## config.mk

```make
export PLATFORM = sky130hd
export DESIGN_NAME = keyexp_ctrl
export DESIGN_NICKNAME = d
export VERILOG_FILES = /design/src/rtl/keyexp_ctrl.sv
export SDC_FILE = /design/constraint.sdc
export NUM_CORES = 1
export LEC_CHECK = 0
export CORE_MARGIN = 10
export CORE_UTILIZATION = 39
export CTS_BUF_LIST = sky130_fd_sc_hd__clkbuf_8
export DETAILED_ROUTE_END_ITERATION = 12
export PLACE_DENSITY_LB_ADDON = 0.12
export SLEW_MARGIN = 10
export SYNTH_ARGS = -nofsm -noshare
export SYNTH_HDL_FRONTEND = slang
export SYNTH_SLANG_ARGS = --single-unit
```

## constraint.sdc

```tcl
create_clock -name clk -period 1.8 [get_ports clk]
set_input_delay 0.36 -clock clk [delete_from_list [all_inputs] [get_ports clk]]
set_output_delay 0.36 -clock clk [all_outputs]
set_load 0.01 [all_outputs]
```

## src/rtl/keyexp_ctrl.sv

```systemverilog
// keyexp_ctrl: control sequencer for the AES-128 round-key expansion datapath (strobes only, no key data).
// Optional sticky error flag output "err" is enabled by defining KEYEXP_CTRL_ERRCHK_EN.
module keyexp_ctrl #(
  parameter int NR        = 10,
  parameter int KEY_BYTES = 16
) (
  input  logic       clk,
  input  logic       rst,
  input  logic       ld_start,
  input  logic       key_in_valid,
  input  logic       start,
  input  logic       mode,
  input  logic       rk_next,
  output logic       loadkey,
  output logic [1:0] keysel,
  output logic       rndkren,
  output logic [3:0] rconsel,
  output logic       sboxinsel,
  output logic       deckeywen,
  output logic       key_ok,
  output logic       busy,
  output logic       rk_valid,
  output logic [3:0] rk_round,
  output logic       rk_done
`ifdef KEYEXP_CTRL_ERRCHK_EN
  ,
  output logic       err
`endif
);

  localparam int              BW        = $clog2(KEY_BYTES);
  localparam logic [BW-1:0]   LAST_BYTE = BW'(KEY_BYTES - 1);
  localparam logic [3:0]      LAST_RND  = 4'(NR);
  localparam logic [3:0]      LAST_EXP  = 4'(NR - 1);
  localparam logic [1:0]      KS_LOADED = 2'd0;
  localparam logic [1:0]      KS_DECREG = 2'd1;
  localparam logic [1:0]      KS_NEXT   = 2'd2;
  localparam logic [1:0]      KS_PREV   = 2'd3;

  typedef enum logic [2:0] {S_IDLE, S_LOAD, S_PRE, S_EXP, S_SESS} state_t;

  state_t          state_q, state_d;
  logic [BW-1:0]   byte_q, byte_d;
  logic [3:0]      exp_q, exp_d;
  logic [3:0]      rk_round_q, rk_round_d;
  logic            mode_q, mode_d;
  logic            key_ok_q, key_ok_d;
  logic            rk_valid_q, rk_valid_d;
  logic            rk_done_q, rk_done_d;
  logic            busy_s;
  logic            exhausted_s;
`ifdef KEYEXP_CTRL_ERRCHK_EN
  logic            err_q, err_d;
`endif

  assign busy_s      = (state_q == S_LOAD) || (state_q == S_PRE) || (state_q == S_EXP);
  // A session is exhausted once the register holds round NR (encrypt) or round 0 (decrypt).
  assign exhausted_s = (state_q == S_SESS) && (mode_q ? (rk_round_q == 4'd0) : (rk_round_q == LAST_RND));

  assign busy     = busy_s;
  assign key_ok   = key_ok_q;
  assign rk_valid = rk_valid_q;
  assign rk_round = rk_round_q;
  assign rk_done  = rk_done_q;
`ifdef KEYEXP_CTRL_ERRCHK_EN
  assign err      = err_q;
`endif

  // Next-state and Mealy strobe decode; ld_start overrides every other input.
  always_comb begin
    state_d    = state_q;
    byte_d     = byte_q;
    exp_d      = exp_q;
    rk_round_d = rk_round_q;
    mode_d     = mode_q;
    key_ok_d   = key_ok_q;
    rk_valid_d = rk_valid_q;
    rk_done_d  = 1'b0;
    loadkey    = 1'b0;
    keysel     = KS_LOADED;
    rndkren    = 1'b0;
    rconsel    = 4'd0;
    sboxinsel  = 1'b0;
    deckeywen  = 1'b0;
`ifdef KEYEXP_CTRL_ERRCHK_EN
    err_d      = err_q | (start && (busy_s || !key_ok_q))
                       | (key_in_valid && (state_q != S_LOAD))
                       | (rk_next && exhausted_s);
`endif
    if (ld_start) begin
      state_d    = S_LOAD;
      byte_d     = '0;
      key_ok_d   = 1'b0;
      rk_valid_d = 1'b0;
`ifdef KEYEXP_CTRL_ERRCHK_EN
      err_d      = 1'b0;
`endif
    end else begin
      case (state_q)
        S_LOAD: begin
          loadkey = key_in_valid;
          if (key_in_valid && (byte_q == LAST_BYTE)) begin
            state_d = S_PRE;
            byte_d  = '0;
          end else if (key_in_valid) begin
            byte_d = byte_q + 1'b1;
          end else begin
            byte_d = byte_q;
          end
        end
        S_PRE: begin
          keysel  = KS_LOADED;
          rndkren = 1'b1;
          exp_d   = 4'd0;
          state_d = S_EXP;
        end
        S_EXP: begin
          keysel  = KS_NEXT;
          rconsel = exp_q;
          rndkren = 1'b1;
          if (exp_q == LAST_EXP) begin
            deckeywen = 1'b1;
            key_ok_d  = 1'b1;
            state_d   = S_IDLE;
          end else begin
            exp_d = exp_q + 4'd1;
          end
        end
        S_IDLE, S_SESS: begin
          if (start && key_ok_q) begin
            rndkren    = 1'b1;
            keysel     = mode ? KS_DECREG : KS_LOADED;
            mode_d     = mode;
            rk_round_d = mode ? LAST_RND : 4'd0;
            rk_valid_d = 1'b1;
            state_d    = S_SESS;
          end else if ((state_q == S_SESS) && rk_next && !exhausted_s && !mode_q) begin
            rndkren    = 1'b1;
            keysel     = KS_NEXT;
            rconsel    = rk_round_q;
            rk_round_d = rk_round_q + 4'd1;
            rk_done_d  = (rk_round_q == (LAST_RND - 4'd1));
          end else if ((state_q == S_SESS) && rk_next && !exhausted_s) begin
            rndkren    = 1'b1;
            keysel     = KS_PREV;
            sboxinsel  = 1'b1;
            rconsel    = rk_round_q - 4'd1;
            rk_round_d = rk_round_q - 4'd1;
            rk_done_d  = (rk_round_q == 4'd1);
          end else begin
            state_d = state_q;
          end
        end
        default: begin
          state_d = S_IDLE;
        end
      endcase
    end
  end

  // State and counter registers.
  always_ff @(posedge clk or posedge rst) begin
    if (rst) begin
      state_q    <= S_IDLE;
      byte_q     <= '0;
      exp_q      <= 4'd0;
      rk_round_q <= 4'd0;
      mode_q     <= 1'b0;
      key_ok_q   <= 1'b0;
      rk_valid_q <= 1'b0;
      rk_done_q  <= 1'b0;
`ifdef KEYEXP_CTRL_ERRCHK_EN
      err_q      <= 1'b0;
`endif
    end else begin
      state_q    <= state_d;
      byte_q     <= byte_d;
      exp_q      <= exp_d;
      rk_round_q <= rk_round_d;
      mode_q     <= mode_d;
      key_ok_q   <= key_ok_d;
      rk_valid_q <= rk_valid_d;
      rk_done_q  <= rk_done_d;
`ifdef KEYEXP_CTRL_ERRCHK_EN
      err_q      <= err_d;
`endif
    end
  end

endmodule

```

# Word-level counts from Yosys, hierarchy flattened
# Cells that the tools add are included.
word_totals:
  regBits: 19
  input_bits: 7
  word_cells: 107
  out_inout_bits: 18
op_classes:
  eq_ne: 13
  bitwise_logic: 1
  n_mux: 52
  n_reduce_logical: 29
  n_addsub: 4
op_table:
  columns: ["operator", "n"]
  rows:
  - ["2-to-1 mux 4 bit", 13]
  - ["2-to-1 mux 1 bit", 26]
  - ["== test 4 bit (second input constant)", 4]
  - ["case mux 4 bit (2 select lines)", 2]
  - ["adder 4 x 1 -> 4 bit (second input constant)", 3]
  - ["2-to-1 mux 3 bit", 4]
  - ["case mux 3 bit (4 select lines)", 1]
  - ["AND reduction 3 bit", 4]
  - ["nonzero test 2 bit", 6]
  - ["2-to-1 mux 2 bit", 4]
  - ["== test 3 x 2 -> 1 bit (second input constant)", 2]
  - ["logical AND 1 bit", 6]
  - ["inequality test 3 x 2 -> 1 bit (second input constant)", 2]
  - ["AND reduction 2 bit", 3]
  - ["nonzero test 3 bit", 2]
  - ["== test 4 x 1 -> 1 bit (second input constant)", 1]
  - ["zero test 4 bit", 1]
  - ["case mux 2 bit (2 select lines)", 1]
  - ["OR reduction 2 bit", 2]
  - ["subtractor 4 x 1 -> 4 bit (second input constant)", 1]
  - ["== test 3 x 1 -> 1 bit (second input constant)", 1]
  - ["== test 3 bit (second input constant)", 1]
  - ["zero test 3 bit", 1]
  - ["inequality test 3 bit (second input constant)", 1]
  - ["5 further kinds", 7]

# Logic depth before layout (Yosys ltp)
logic_depth:
  word_depth: 10
  mapped_depth: 6
  depth_no_buf: 6

# Least setup slack after synthesis
# No wires, ideal clock.
synth_timing:
  path_kind: "flip-flop to output port"
  from: "register rk_round_q[0], in the netlist rk_round[0]"
  to: "output port rconsel[2]"
  stages_incl_launch_ff: 6
  arrival_ns: 1.645
  n_path_buf: 0
  setup_slack_ns: -0.205
  required_time_ns: 1.440
  cell_sequence: "dfrtp_1 > inv_1 > ha_1 > a311oi_4 > nand2_1 > a32o_1"
synth_between:
  elab_chain_cells: 10
  elab_cells_between_ends: 13
  cone_classes: "add/sub (1); eq/ne (1); mux (6); reduce/logical (5)"
synth_lines:
  columns: ["element", "line_no", "text"]
  rows:
  - ["start: declaration", "45", "logic [3:0] rk_round_q, rk_round_d;"]
  - ["start signal: assignment", "179", "rk_round_q <= rk_round_d;"]
  - ["== test 4 bit / zero test 4 bit (equally long branches)", "58", "assign exhausted_s = (state_q == S_SESS) && (mode_q ? (rk_round_q == 4'd0) : (rk_round_q == LAST_RND));"]
  - ["2-to-1 mux 1 bit", "58", null]
  - ["logical AND 1 bit", "58", null]
  - ["zero test 1 bit", "137, 143", null]
  - ["logical AND 1 bit", "137, 143", null]
  - ["2-to-1 mux 4 bit / logical AND 1 bit (equally long branches)", "143, 137", null]
  - ["2-to-1 mux 4 bit (*)", "137", "end else if ((state_q == S_SESS) && rk_next && !exhausted_s && !mode_q) begin"]
  - ["2-to-1 mux 4 bit (*)", "130", "if (start && key_ok_q) begin"]
  - ["case mux 4 bit (2 select lines) (*)", "99", "case (state_q)"]
  - ["2-to-1 mux 4 bit (*)", "90", "if (ld_start) begin"]
  - ["end: declaration", "17", "output logic [3:0] rconsel,"]
# Every way passes the cells marked *; elsewhere a longest branch is shown, timed or not.

# Final worst setup path
layout_timing:
  from: "register rk_round_q[1], in the netlist rk_round[1]"
  to: "output port rconsel[2]"
# Same word-level chain as after synthesis.

==> metrics.txt <==
fin worst setup slack -0.355 ns; die width 80.2 µm; Tcrit/Tclk final 120%; vias per inst 5.37; R2R cell count 8; Max transition margin 75.1%; syn nets 169; cts bufs inserted 3; Nets 253; Final HPWL DP 3.55 mm; FF-to-FF Start rk_round[1]$_DFFE_PP0P_; GRT overflow 0; final hold slack 0.417 ns; die height 80.2 µm; initial DRC count 151; synth unique cells 52; worst setup path startpoint rk_round[1]$_DFFE_PP0P_; Worst VDD drop 0.000229 V; total number of vias 1521; Worst-Margin Slew 0.368 ns; cell count after synthesis 154; run status complete, but fails checks; Worst Path Max Fanout 4; RSZ-0062 raised after global routing true; # Max-Cap Violations 0; final hold vios 0; H-tree depth 1; Pwr Density 365 nW/µm²; die area 6420 µm²; Clock Pin Slew Worst Setup and Hold Paths 0.08 ns; Placeable Area 3420 µm²; area delta synth->final 59.2%; violated checks setup timing; Ys Warns 0; antenna cells 0; sequential fraction of the synthesis area 33.7%; IO Port Bufs 24; total iterations of the first detailed-routing run 4; Cell Area, Placed 2070 µm²; worst endpoint required time 1.44 ns; clock latency on the worst-skew pair 0.26 ns; first-pass GRT wire length 7.91 mm; Post-synth top flop dfrtp_1; FMAX 0.464 GHz; startpoint types flip-flop; largest net degree at the start of global routing 20; reg-to-reg slack, setup -0.01 ns; clock skew 0.00497 ns; vias in the first global route 1636; number of enable flip-flop cells after synthesis 0; DRT Wirelength 4.62 mm; Syn Std Cell Area 1410 µm²; Hold WC Path Type input pin to asynchronous set/reset pin; Root Driver clkbuf_8; endpoints failing setup 11; Placed Cells incl. Taps 270; Yosys reg bits 19; Ports 25; Non-Filler Instances 283; Pleak 0.992 nW; Final Cell Area 2250 µm²; Placer Congestion 0.873; Setup crit end rconsel[2]; Total Power 0.820 mW; CTS max path bufs 2; layout cells sized above 1 46.0%; Slew Limit Fails 0; crit end category output pin; Row Count 21; global-route usage over all layers 15.2%; clock sinks 19; minimum clock period 2.15 ns; CTS tree built; drt drc 0; Layout fillers 294; ys async rst share 100%; Post-DRT Antenna Nets 0; initial antenna violation count 0; CP Class flip-flop to output pin; Data arrival, critical path 1.79 ns; Starting Density 41.3%; reg-to-reg endpoint rk_round[1]$_DFFE_PP0P_; Mean Syn Cell Area 9.16 µm²; DR WL/cell 16.3 µm
==> area by class of cell <==
cell class / count / area, µm² / share of cell area, %
sequential: 19 / 484 / 21.5
inverter: 12 / 47.5 / 2.12
tap: 46 / 57.6 / 2.56
clock buffer: 3 / 41.3 / 1.84
multi-input combinational: 116 / 942 / 41.9
timing repair buffer: 86 / 671 / 29.8
clock inverter: 1 / 3.75 / 0.167
==> timing repair <==
item | in CTS | in global routing
pin swaps | 5 | 5
setup buffers | 9 | 0
endpoints found under the setup margin | 15 | 13
hold buffers | 0 | 0
gates resized for setup | 57 | 19
hold endpoints to repair | 0 | 0
==> worst max-delay path: stages (launching register included) <==
cell,delay (ns)
dfrtp_2,0.46
inv_2,0.10
ha_4,0.13
nand3b_1,0.11
a21oi_4,0.23
buf_6,0.13
nor2_4,0.03
a32o_1,0.20
buf_2,0.14
==> registers in the layout, indices dropped and copies added, names as in the netlist <==
signal / flops
byte_q: 4
exp_q: 4
rk_round: 4
state_q: 3
key_ok: 1
mode_q: 1
rk_done: 1
rk_valid: 1
==> cell families after synthesis <==
logic type	share of synthesized area (%)
xor gates and xnor gates	1.86
AOI/OAI and AO/OA	23.8
adders and majority gates	7.09
and+or+nand+nor	24.7
buffers and inverters	7.27
DFF	33.7
muxes	1.51
==> placed cells by master, fill, tap and decap left out, drive strengths merged, types with 2 or more instances in the layout <==
master,n
clkdlybuf4s50,9
and2,3
a311oi,2
nor2,13
o2111ai,2
clkbuf,3
o2bb2ai,2
xnor2,2
dlygate4sd2,5
a22o,2
a31oi,2
nor3,5
inv,13
o31ai,2
nand4,4
dfrtp,19
nand3,5
buf,72
nand2,12
or3,3
nand3b,4
a32o,2
o21ai,13
a21oi,6
o311ai,2
ha,8
nor4,2
==> worst min path at each step <==
stage	end
final	byte_q[1]$_DFFE_PP0P_
after floorplan	byte_q[0]$_DFFE_PP0P_
after CTS	byte_q[1]$_DFFE_PP0P_
after global placement	exp_q[3]$_DFFE_PP0P_
after global routing	byte_q[1]$_DFFE_PP0P_
after detailed placement	exp_q[3]$_DFFE_PP0P_
==> synthesized netlist by cell type, types with 3 or more instances <==
library cell | instances | area share, %
a21oi_1 | 5 | 1.8
and2_1 | 3 | 1.3
buf_6 | 3 | 2.4
dfrtp_1 | 19 | 34
ha_1 | 8 | 7.1
inv_1 | 12 | 3.2
nand2_1 | 12 | 3.2
nand3_1 | 4 | 1.4
nand3b_1 | 3 | 1.6
nand4_1 | 4 | 1.8
nor2_1 | 13 | 3.5
nor3_1 | 4 | 1.4
o21ai_0 | 13 | 4.6
or3_1 | 3 | 1.3
==> metrics by stage <==
stage	setup TNS [ns]	setup WS, ns	util [%]
floorplan	-0.00771	-0.00771	-
CTS	-3.05	-0.366	64.1
global route	-3.53	-0.470	65.8
detailed placement	-7.73	-0.840	60.6
global placement	-7.74	-0.810	60.6
finish	-2.50	-0.355	65.8
==> power breakdown <==
group / switching [mW] / total [mW] / leakage (nW) / internal, mW
registers: 0.00604 / 0.437 / 0.236 / 0.431
clock network: 0.150 / 0.302 / 0.0269 / 0.152
logic: 0.0396 / 0.0809 / 0.729 / 0.0413
==> layer usage <==
layer	GRT usage, %	share of wire, %	vias to the layer above
li1	-	-	740
met1	19.2	46	729
met2	24.8	47	44
met3	3.90	5.8	8
met4	4.05	1.3	0
met5	0	0	-
(Power assumes the default switching activity.)
